`src/rtl/burst_capture_gate_pkg.sv`:
```
`default_nettype none
// +----------------------------------------------------------------------+
// | burst_capture_gate_pkg: shared FSM states and width helpers          |
// | Rev 1.0                                                              |
// +----------------------------------------------------------------------+
package burst_capture_gate_pkg;

  typedef enum logic [1:0] {
    ST_IDLE    = 2'd0,
    ST_SKIP    = 2'd1,
    ST_CAPTURE = 2'd2,
    ST_HOLDOFF = 2'd3
  } state_t;

  localparam int TSTAMP_W = 64;

  function automatic int calc_cw(input int max_len);
    return $clog2(max_len + 1);
  endfunction

endpackage
`default_nettype wire

```
`src/rtl/burst_capture_gate_out_reg.sv`:
```
`default_nettype none
// +----------------------------------------------------------------------+
// | burst_out_reg: 1-deep AXI hold register carrying {tlast, I, Q}        |
// | Rev 1.0                                                              |
// +----------------------------------------------------------------------+
module burst_out_reg #(
  parameter int DATA_WIDTH = 16
) (
  input  logic                  clk,
  input  logic                  reset,
  input  logic                  flush,
  input  logic                  load,
  input  logic                  load_last,
  input  logic [DATA_WIDTH-1:0] load_idata,
  input  logic [DATA_WIDTH-1:0] load_qdata,
  output logic                  out_tvalid,
  input  logic                  out_tready,
  output logic                  out_tlast,
  output logic [DATA_WIDTH-1:0] out_itdata,
  output logic [DATA_WIDTH-1:0] out_qtdata
);

  logic                  r_valid;
  logic                  r_last;
  logic [DATA_WIDTH-1:0] r_idata;
  logic [DATA_WIDTH-1:0] r_qdata;

  // Caller only loads when the register is empty or draining this cycle.
  always_ff @(posedge clk or negedge reset) begin
    if (!reset) begin
      r_valid <= 1'b0;
      r_last  <= 1'b0;
      r_idata <= '0;
      r_qdata <= '0;
    end else if (flush) begin
      r_valid <= 1'b0;
      r_last  <= 1'b0;
    end else if (load) begin
      r_valid <= 1'b1;
      r_last  <= load_last;
      r_idata <= load_idata;
      r_qdata <= load_qdata;
    end else if (out_tready) begin
      r_valid <= 1'b0;
      r_last  <= 1'b0;
    end
  end

  assign out_tvalid = r_valid;
  assign out_tlast  = r_last;
  assign out_itdata = r_idata;
  assign out_qtdata = r_qdata;

endmodule
`default_nettype wire

```
`src/rtl/burst_capture_gate.sv`:
```
`default_nettype none
// +----------------------------------------------------------------------+
// | burst_capture_gate: trigger-gated burst capture of an IQ AXI stream   |
// | Option BURST_CAPTURE_TSTAMP_EN adds out_tstamp.          Rev 1.0     |
// +----------------------------------------------------------------------+
module burst_capture_gate
  import burst_capture_gate_pkg::*;
#(
  parameter  int DATA_WIDTH  = 16,
  parameter  int MAX_LEN     = 4095,
  parameter  int DEF_OFFSET  = 0,
  parameter  int DEF_LEN     = 1024,
  parameter  int DEF_HOLDOFF = 256,
  localparam int CW          = calc_cw(MAX_LEN)
) (
  input  logic                  clk,
  input  logic                  reset,
  input  logic                  clear,
  input  logic                  cfg_stb,
  input  logic [CW-1:0]         cfg_offset,
  input  logic [CW-1:0]         cfg_len,
  input  logic [CW-1:0]         cfg_holdoff,
  input  logic                  peak_stb,
  input  logic                  in_tvalid,
  output logic                  in_tready,
  input  logic                  in_tlast,
  input  logic [DATA_WIDTH-1:0] in_itdata,
  input  logic [DATA_WIDTH-1:0] in_qtdata,
  output logic                  out_tvalid,
  input  logic                  out_tready,
  output logic                  out_tlast,
  output logic [DATA_WIDTH-1:0] out_itdata,
  output logic [DATA_WIDTH-1:0] out_qtdata,
`ifdef BURST_CAPTURE_TSTAMP_EN
  output logic [TSTAMP_W-1:0]   out_tstamp,
`endif
  output logic                  busy,
  output logic                  trig_miss
);

  localparam logic [CW-1:0] c_cnt_one = CW'(1);

  state_t        r_state;
  logic [CW-1:0] r_cnt;
  logic [CW-1:0] r_offset;
  logic [CW-1:0] r_len;
  logic [CW-1:0] r_holdoff;
  logic          r_peak_d;
  logic          r_trig_miss;

  logic          w_trig;
  logic          w_idle;
  logic          w_cfg_ld;
  logic [CW-1:0] w_offset_now;
  logic [CW-1:0] w_len_now;
  logic [CW-1:0] w_len_now_eff;
  logic [CW-1:0] w_len_reg_eff;
  logic          w_beat;
  logic          w_cnt_last;
  logic          w_load;
  logic          w_flush;
  logic          w_unused;

  assign w_unused = in_tlast;  // framing comes from the counter alone

  assign w_trig   = peak_stb & ~r_peak_d;
  assign w_idle   = (r_state == ST_IDLE);
  assign w_cfg_ld = cfg_stb & w_idle;

  // A config strobe coinciding with the trigger governs that same burst.
  assign w_offset_now  = w_cfg_ld ? cfg_offset : r_offset;
  assign w_len_now     = w_cfg_ld ? cfg_len : r_len;
  assign w_len_now_eff = (w_len_now == '0) ? c_cnt_one : w_len_now;
  assign w_len_reg_eff = (r_len == '0) ? c_cnt_one : r_len;

  assign in_tready  = (r_state == ST_CAPTURE) ? (~out_tvalid | out_tready) : 1'b1;
  assign w_beat     = in_tvalid & in_tready;
  assign w_cnt_last = (r_cnt == c_cnt_one);
  assign w_load     = w_beat & (r_state == ST_CAPTURE) & ~clear;
  assign w_flush    = clear & (r_state == ST_CAPTURE);

  always_ff @(posedge clk or negedge reset) begin
    if (!reset) begin
      r_state     <= ST_IDLE;
      r_cnt       <= '0;
      r_offset    <= CW'(DEF_OFFSET);
      r_len       <= CW'(DEF_LEN);
      r_holdoff   <= CW'(DEF_HOLDOFF);
      r_peak_d    <= 1'b0;
      r_trig_miss <= 1'b0;
    end else begin
      r_peak_d    <= peak_stb;
      r_trig_miss <= w_trig & ~w_idle;
      if (w_cfg_ld) begin
        r_offset  <= cfg_offset;
        r_len     <= cfg_len;
        r_holdoff <= cfg_holdoff;
      end
      if (clear) begin
        r_state <= ST_IDLE;
      end else begin
        case (r_state)
          ST_IDLE: begin
            if (w_trig) begin
              if (w_offset_now == '0) begin
                r_state <= ST_CAPTURE;
                r_cnt   <= w_len_now_eff;
              end else begin
                r_state <= ST_SKIP;
                r_cnt   <= w_offset_now;
              end
            end
          end
          ST_SKIP: begin
            if (w_beat) begin
              if (w_cnt_last) begin
                r_state <= ST_CAPTURE;
                r_cnt   <= w_len_reg_eff;
              end else begin
                r_cnt <= r_cnt - c_cnt_one;
              end
            end
          end
          ST_CAPTURE: begin
            // Last word may still sit in the output register after we leave.
            if (w_beat) begin
              if (w_cnt_last) begin
                if (r_holdoff == '0) begin
                  r_state <= ST_IDLE;
                end else begin
                  r_state <= ST_HOLDOFF;
                  r_cnt   <= r_holdoff;
                end
              end else begin
                r_cnt <= r_cnt - c_cnt_one;
              end
            end
          end
          ST_HOLDOFF: begin
            if (w_beat) begin
              if (w_cnt_last) begin
                r_state <= ST_IDLE;
              end else begin
                r_cnt <= r_cnt - c_cnt_one;
              end
            end
          end
          default: r_state <= ST_IDLE;
        endcase
      end
    end
  end

  assign busy      = ~w_idle;
  assign trig_miss = r_trig_miss;

  burst_out_reg #(
    .DATA_WIDTH (DATA_WIDTH)
  ) u_out_reg (
    .clk        (clk),
    .reset      (reset),
    .flush      (w_flush),
    .load       (w_load),
    .load_last  (w_cnt_last),
    .load_idata (in_itdata),
    .load_qdata (in_qtdata),
    .out_tvalid (out_tvalid),
    .out_tready (out_tready),
    .out_tlast  (out_tlast),
    .out_itdata (out_itdata),
    .out_qtdata (out_qtdata)
  );

`ifdef BURST_CAPTURE_TSTAMP_EN
  logic [TSTAMP_W-1:0] r_sample_cnt;
  logic [TSTAMP_W-1:0] r_tstamp;

  // Latched on the first captured beat only (counter still at its full length).
  always_ff @(posedge clk or negedge reset) begin
    if (!reset) begin
      r_sample_cnt <= '0;
      r_tstamp     <= '0;
    end else begin
      if (w_beat) r_sample_cnt <= r_sample_cnt + TSTAMP_W'(1);
      if (w_load && (r_cnt == w_len_reg_eff)) r_tstamp <= r_sample_cnt;
    end
  end

  assign out_tstamp = r_tstamp;
`endif

endmodule
`default_nettype wire

```
`config.mk`:
```
export PLATFORM = sky130hd
export DESIGN_NAME = burst_capture_gate
export DESIGN_NICKNAME = d
export VERILOG_FILES = /design/src/rtl/burst_capture_gate_pkg.sv /design/src/rtl/burst_capture_gate_out_reg.sv /design/src/rtl/burst_capture_gate.sv
export SDC_FILE = /design/constraint.sdc
export NUM_CORES = 1
export LEC_CHECK = 0
export ABC_AREA = 1
export BUFFER_PORTS_ARGS = -buffer_cell sky130_fd_sc_hd__buf_2
export CORE_AREA = 2 2 105 107
export DETAILED_ROUTE_END_ITERATION = 7
export DIE_AREA = 0 0 107 109
export GPL_ROUTABILITY_DRIVEN = 0
export PLACE_DENSITY = 0.78
export SYNTH_ARGS = -nofsm -noshare
export SYNTH_HDL_FRONTEND = slang
export SYNTH_SLANG_ARGS = --single-unit
```
`constraint.sdc`:
```
create_clock -name clk -period 4.1 [get_ports clk]
set_input_delay 0.82 -clock clk [delete_from_list [all_inputs] [get_ports clk]]
set_output_delay 0.82 -clock clk [all_outputs]
set_load 0.02 [all_outputs]
```
=== Word-level counts from Yosys, hierarchy flattened ===
Cells that the tools add are included.

* Register bits after elaboration: 86
* Input bits: 76
* Output and inout port bits: 37
* Word-level logic and storage cells: 82

* Add/subtract/negate cells: 1
* Equal/unequal tests: 17
* Multiplexer cells: 31
* Bitwise gates (word level): 13
* Reductions and logical operators: 9

{| class="wikitable"
|+ Operator list
! operator !! count
|-
| 12-bit two-way mux || 13
|-
| 12-bit logical NOT || 4
|-
| 12-bit one-hot mux with 4 select lines || 1
|-
| 2-bit two-way mux || 10
|-
| 3-bit != test (second input constant) || 5
|-
| 7-bit AND reduction || 2
|-
| 12-bit by 1-bit == test with 1-bit output (second input constant) || 1
|-
| 12-bit by 1-bit subtractor with 12-bit output (second input constant) || 1
|-
| 2-bit != test (second input constant) || 5
|-
| 3-bit by 2-bit != test with 1-bit output (second input constant) || 3
|-
| 2-bit one-hot mux with 4 select lines || 1
|-
| 1-bit bitwise AND || 7
|-
| 1-bit two-way mux || 6
|-
| 1-bit NOT || 5
|-
| 2-bit == test (second input constant) || 2
|-
| 3-bit nonzero test || 1
|-
| 2-bit by 1-bit == test with 1-bit output (second input constant) || 1
|-
| 2-bit logical NOT || 1
|-
| 2-bit AND reduction || 1
|-
| 1-bit bitwise OR || 1
|}

=== Longest topological paths before layout ===
Gate-level depths: netlist (run 1).

* Depth in word-level cells: 8
* Gate-level depth with buffers: 15
* Gate-level depth less buffers: 13

=== Cells and area by module ===
A second synthesis (run 1) with hierarchy kept.

* Cell total of the unflattened synthesis: 613
* Area total of the unflattened synthesis: 4,599.4 um^2

{| class="wikitable"
|+ Modules (own cells, without submodules)
! module !! instances !! cells an instance !! area each (um^2) !! sequential area each (um^2)
|-
| burst_capture_gate || 1 || 463 || 3,196.8 || 1,303.8
|-
| burst_out_reg || 1 || 150 || 1,402.6 || 850.8
|}

=== Worst setup path after synthesis (run 1) ===
OpenSTA, ideal clock, no wires.

* Kind: register to output
* From: reg r_state[1]
* To: out busy
* Arrival time: 1.148 ns
* Required time: 3.280 ns
* Setup slack: 2.132 ns
* Cell stages (with the launch flop): 7
* Path buffers: 4
* Path through: dfrtp_1 -> buf_6 -> nor2_4 -> buf_6 -> buf_8 -> inv_2 -> buf_2

* Longest elaborated chain between the ends: 2

{| class="wikitable"
|+ RTL lines
! element !! RTL line !! text
|-
| start: declaration || burst_capture_gate.sv:43 || <nowiki>state_t r_state;</nowiki>
|-
| start signal: assignment || burst_capture_gate.sv:84 || <nowiki>r_state <= ST_IDLE;</nowiki>
|-
| start signal: assignment || burst_capture_gate.sv:100 || <nowiki>r_state <= ST_IDLE;</nowiki>
|-
| start signal: assignment || burst_capture_gate.sv:106 || <nowiki>r_state <= ST_CAPTURE;</nowiki>
|-
| 2-bit logical NOT || burst_capture_gate.sv:67 || <nowiki>assign w_idle = (r_state == ST_IDLE);</nowiki>
|-
| 1-bit NOT || burst_capture_gate.sv:154 || <nowiki>assign busy = ~w_idle;</nowiki>
|-
| end: declaration || burst_capture_gate.sv:37 || <nowiki>output logic busy,</nowiki>
|}

No other way between the ends.

=== Worst setup path in the final report (run 1) ===
Same ends and word-level chain as after synthesis.

==> metrics.csv, run 1 <==
metric,value,unit
worst hold slack,0.461,ns
drt drc,0,
Slew HR,28.2,%
CP Max Fanout,30,
Tcrit/Tclk final,65.0,%
flop2flop setup slack,1.63,ns
postcts setup bufs,0,
reg2reg start,r_state[1]$_DFFE_PN0P_,
Syn. warnings,0,
clock-pin slew on the worst setup and hold paths,0.08,ns
Fmax,375,MHz
vias in the first global route,3986,
Setup Viol. Count Final,0,
"flops & latches, synth",86,
CTS max path bufs,2,
HPWL Detailed,8.42,mm
Worst Clk Skew,0.0128,ns
Worst Hold Depth,1,
Die Y,109,um
Overflow after GRT,0,
outcome,finished clean,
HP Class,reg -> reg,
Fin. Hold Viols,0,
total negative setup slack,0,ns
CP Data Arrival Time,1.85,ns
fin util,50.8,%
Hold Path Origin,r_peak_d$_DFF_PN0_,
Syn Std Cell Area,4610,um2
leak pwr,0.00294,uW
Max Transition Viols Final,0,
Synth Net Count,623,
First DRT Iteration DRCs,251,
GRT Total Usage,19.8,%
first-pass GRT wire length,18.1,mm
Worst Max-Slew Pin Slew,1.08,ns
die area,11700,um2
total number of vias,3962,
GR Util met2,33.4,%
Root Driver,clkbuf_8,
R2R depth,4,
site row count,38,
Crit. End Element,primary output,
Required @ worst endpoint,3.28,ns
number of port buffers,111,
cts hold-fix bufs,0,
Num CTS Buffers,9,
Power Density,698,nW/um2
cell count after synthesis,545,
r2r endpoint,u_out_reg.out_itdata[10]$_DFFE_PN0P_,
Worst IR Drop VDD,0.497,mV
sequential-to-total area share from yosys stat,46.7,%
Worst Setup Path Type,reg -> out,
Initial Utilization,43.5,%
initial antenna violation count,0,
most used flip-flop cell after synthesis,dfrtp_1,
ys async rst share,100,%
mean post-synth cell area,8.46,um2
pin count of the biggest net entering global routing,87,
Antenna Cells,0,
clock sink total,86,
DIE WIDTH,107,um
fill cell count,978,
WL/cell,14.1,um
met3 GRT Util,5.32,%
CTS tree,done,
nets@finish,730,
final wirelength,11.3,mm
drt pass-1 iters,5,
met1 usage,23.7,%
Max-Cap Viols,0,
core area,10600,um2
"antenna viol nets, final",0,
# resized after CTS,0,
CTS HTree Levels,3,
Worst Hold End,trig_miss$_DFF_PN0_,
Tmin final,2.67,ns
Post-synth EDFFs,0,
worst skew pair latency,0.36,ns
unrepaired setup endpoints after global routing,no,
GRT Max-Usage Layer,met2,
I/O pin count,113,
Worst Setup SP,r_state[1]$_DFFE_PN0P_,
startpoint class of the critical path,flop,
Synth cell types,34,
fraction of layout cells with a size suffix above 1,28.9,%
Layout area overhead,16.8,%
vias per cell,4.97,
## Yosys cell counts (6+ instances only)
library cell | count | area (um2)
o21ai_1 | 8 | 40.0
o21ai_2 | 6 | 52.6
dfrtp_1 | 84 | 2100
nand3b_1 | 21 | 158
buf_6 | 8 | 90.1
o21ai_0 | 21 | 105
a21oi_1 | 16 | 80.1
inv_1 | 82 | 308
mux2_2 | 35 | 394
nor2_1 | 54 | 203
nand2_1 | 124 | 465
o22ai_1 | 6 | 37.5
nand3_1 | 32 | 160
## worst max-delay path by stage
stage,end,slack (ns),depth (start not counted)
finish,busy,1.43,4
global route,busy,1.33,4
CTS,busy,1.42,4
detailed placement,r_state[0]$_DFFE_PN0P_,1.37,10
global placement,r_cnt[9]$_DFFE_PN0P_,1.46,9
floorplan,busy,2.13,6
## sequential cells by signal, indices dropped and copies added, names as in the netlist, 2 cells and up
name and flops:
u_out_reg.out_qtdata 16, r_state 2, r_cnt 12, u_out_reg.out_itdata 16
r_holdoff 12, r_len 12, r_offset 12
## cell usage in the layout (no fill, tap or decap), drive strengths merged, types with 2 or more instances in the layout
cell type,netlist,final
nand2,129,129
buf,16,113
inv,86,86
dfrtp,84,84
nor2,58,58
mux2,35,35
o21ai,35,35
nand3,34,34
nand3b,21,21
a21oi,16,16
clkbuf,1,11
o22ai,6,6
xor2,5,5
nor3,5,5
clkinv,0,4
nand4,3,3
nor4,2,2
xnor2,2,2
ha,2,2
dfstp,2,2
## per-layer routing
layer | up-vias | share of wire (%)
met3 | 27 | 6.9
met1 | 1833 | 41
met4 | 0 | 3.2
li1 | 1938 | -
met5 | - | 0
met2 | 164 | 49
## layout make-up
| type | instances | area, um2 | area share [%] |
|---|---|---|---|
| inverter | 86 | 323 | 6.00 |
| clock inverter | 5 | 35.0 | 0.651 |
| tap | 140 | 175 | 3.25 |
| clock buffer | 11 | 141 | 2.63 |
| sequential | 86 | 2150 | 40.0 |
| timing repair buffer | 113 | 573 | 10.6 |
| multi-input combinational | 356 | 1980 | 36.8 |
## power by group
group | total, uW | switching [uW] | internal (uW)
Clock | 550 | 313 | 237
Combinational | 1770 | 1150 | 614
Sequential | 1440 | 222 | 1220
Total | 3760 | 1690 | 2070
## critical path: stages, from the launching register on
cell and delay [ns]:
dfrtp_1 0.51, nor2_4 0.17, buf_4 0.33, inv_2 0.24, buf_2 0.23
## logic make-up after synthesis
group,synth area share [%]
compound gates,7.41
xor+xnor,1.33
fa+ha+maj,0.543
buf+inv,10.3
flops,46.7
mux,8.55
simple gates,25.2
## stage by stage
stage,cells,setup slack (ns),total power [uW],instance area [um2]
after global placement,781,1.46,3130,5210
after CTS,797,1.42,3760,5380
after global routing,797,1.33,4040,5380
after floorplan,545,2.13,2720,4610
after detailed placement,781,1.37,3210,5210
final,797,1.43,3760,5380
No activity file was read; power rests on OpenSTA's default activity.
==> run 2: changes to the inputs <==
==> constraint.sdc (replaced) <==
create_clock -name clk -period 2.49 [get_ports clk]
set_input_delay 0.498 -clock clk [delete_from_list [all_inputs] [get_ports clk]]
set_output_delay 0.498 -clock clk [all_outputs]
set_load 0.02 [all_outputs]
==> run 2 against run 1 <==
Against the previous run:
- clock power up 64%
- first-iteration DRC count down 11%
- clock skew down 0.0034 ns
- critical endpoint is now r_cnt[9]$_DFFE_PN0P_
==> metrics.csv, run 2 (synthesis gave the netlist of run 1 again) <==
metric,value,unit
outcome,finished clean,
initial antenna violation count,0,
Required @ worst endpoint,2.77,ns
met1 usage,23.5,%
Worst path max stage delay,0.47,ns
total negative setup slack,0,ns
worst skew pair latency,0.36,ns
die area,11700,um2
leak pwr,0.00297,uW
clock sink total,86,
Max Transition Viols Final,0,
drt pass-1 iters,5,
# resized after CTS,0,
post-route insts no fill,804,
Max-Cap Viols,0,
Antenna Cells,0,
DIE WIDTH,107,um
Setup Viol. Count Final,0,
site row count,38,
Fin. Hold Viols,0,
Crit. End Element,flop,
R2R depth,9,
placed cells,788,
Fmax,457,MHz
CP Max Fanout,24,
"antenna viol nets, final",0,
Slew HR,70.1,%
Tcrit/Tclk final,87.8,%
First DRT Iteration DRCs,224,
pin count of the biggest net entering global routing,37,
Worst IR Drop VDD,0.690,mV
Worst Setup Path Type,reg -> reg,
CTS max path bufs,2,
first-pass GRT wire length,18.2,mm
critical path's slowest cell,dfrtp_1,
GR Util met2,34.3,%
postcts setup bufs,0,
total number of vias,4009,
Worst Clk Skew,0.00943,ns
"most common cell after layout, fill and taps aside",nand2_1,
vias in the first global route,4019,
Layout area overhead,18.3,%
GRT Max-Usage Layer,met2,
Power Density,1140,nW/um2
nets@finish,737,
crit-path cells,nor2_4 -> nand2_2 -> o21ai_2 -> nand2_1 -> nor2_2 -> nand3_4 -> o21ai_0 -> nand2_1 -> o21ai_0,
Tmin final,2.19,ns
CTS HTree Levels,3,
drt drc,0,
startpoint class of the critical path,flop,
Overflow after GRT,0,
unrepaired setup endpoints after global routing,no,
vias per cell,4.99,
Worst Max-Slew Pin Slew,0.444,ns
fill cell count,983,
fraction of layout cells with a size suffix above 1,29.8,%
clock-pin slew on the worst setup and hold paths,0.09,ns
WL/cell,13.8,um
Die Y,109,um
I/O pin count,113,
worst hold slack,0.0733,ns
met3 GRT Util,3.89,%
HPWL Detailed,8.61,mm
core area,10600,um2
GRT Total Usage,19.8,%
number of port buffers,111,
"commonest cells after routing, fill and taps aside","nand2_1 (124), buf_2 (110), dfrtp_1 (84)",
CTS tree,done,
CP Data Arrival Time,2.47,ns
Initial Utilization,43.5,%
HP Class,in -> async,
flop2flop setup slack,0.30,ns
Num CTS Buffers,9,
reg2reg start,r_state[0]$_DFFE_PN0P_,
cts hold-fix bufs,0,
final wirelength,11.1,mm
Root Driver,clkbuf_8,
r2r endpoint,r_cnt[9]$_DFFE_PN0P_,
==> run 2: cell types whose count changed in the layout (fill, tap and decap cells not counted) <==
cell | before | now
buf_4 | 3 | 9
clkinv_2 | 2 | 0
clkinvlp_4 | 1 | 3
inv_6 | 0 | 2
buf_12 | 0 | 1
clkbuf_1 | 1 | 0
clkbuf_8 | 10 | 9
==> run 2: worst max-delay path, delay by kind of cell (launching register included) <==
kind             cells  cell delay, ns
AO/OA/AOI/OAI        3            0.64
AND/OR/NAND/NOR      6            0.99
flip-flops           1            0.47
==> run 2: stage by stage <==
stage | power, uW | util, % | setup slack [ns] | instance area, um2
floorplan | 4480 | - | 0.774 | 4610
global placement | 5190 | 49.7 | 0.378 | 5270
finish | 6220 | 51.4 | 0.304 | 5450
global route | 6700 | 51.4 | 0.133 | 5450
CTS | 6230 | 51.4 | 0.298 | 5450
detailed placement | 5310 | 49.7 | 0.348 | 5270
==> run 2: report_power, final <==
part / switching (uW) / total (uW) / internal [uW] / leakage [uW]
combinational: 1910 / 2950 / 1050 / 0.00185
clock: 531 / 903 / 372 / 0.0000824
sequential: 362 / 2370 / 2010 / 0.00104
total: 2800 / 6220 / 3420 / 0.00297
==> run 2: worst max path at each step <==
stage | start | endpoint | slack [ns] | cells after the start
2_1_floorplan | r_state[1]$_DFFE_PN0P_ | r_cnt[3]$_DFFE_PN0P_ | 0.77 | 13
3_3_place_gp | cfg_stb | r_cnt[9]$_DFFE_PN0P_ | 0.38 | 10
3_5_place_dp | cfg_stb | r_state[0]$_DFFE_PN0P_ | 0.35 | 11
4_1_cts | r_state[0]$_DFFE_PN0P_ | r_cnt[9]$_DFFE_PN0P_ | 0.30 | 9
5_1_grt | r_state[0]$_DFFE_PN0P_ | r_cnt[9]$_DFFE_PN0P_ | 0.13 | 9
6_report | r_state[0]$_DFFE_PN0P_ | r_cnt[9]$_DFFE_PN0P_ | 0.30 | 9
==> run 2: layer usage <==
metal  share of wire (%)  wire, um
met1                  42      4620
met2                  49      5460
met3                 6.0       667
met4                 3.4       373
met5                   0         0
==> run 2: final cells by class <==
cell class,instances,area [um2],area share [%]
inverter,86,323,5.92
tap,140,175,3.21
multi-input combinational,356,1980,36.3
clock inverter,7,57.6,1.06
clock buffer,9,124,2.27
sequential,86,2150,39.5
timing repair buffer,120,638,11.7
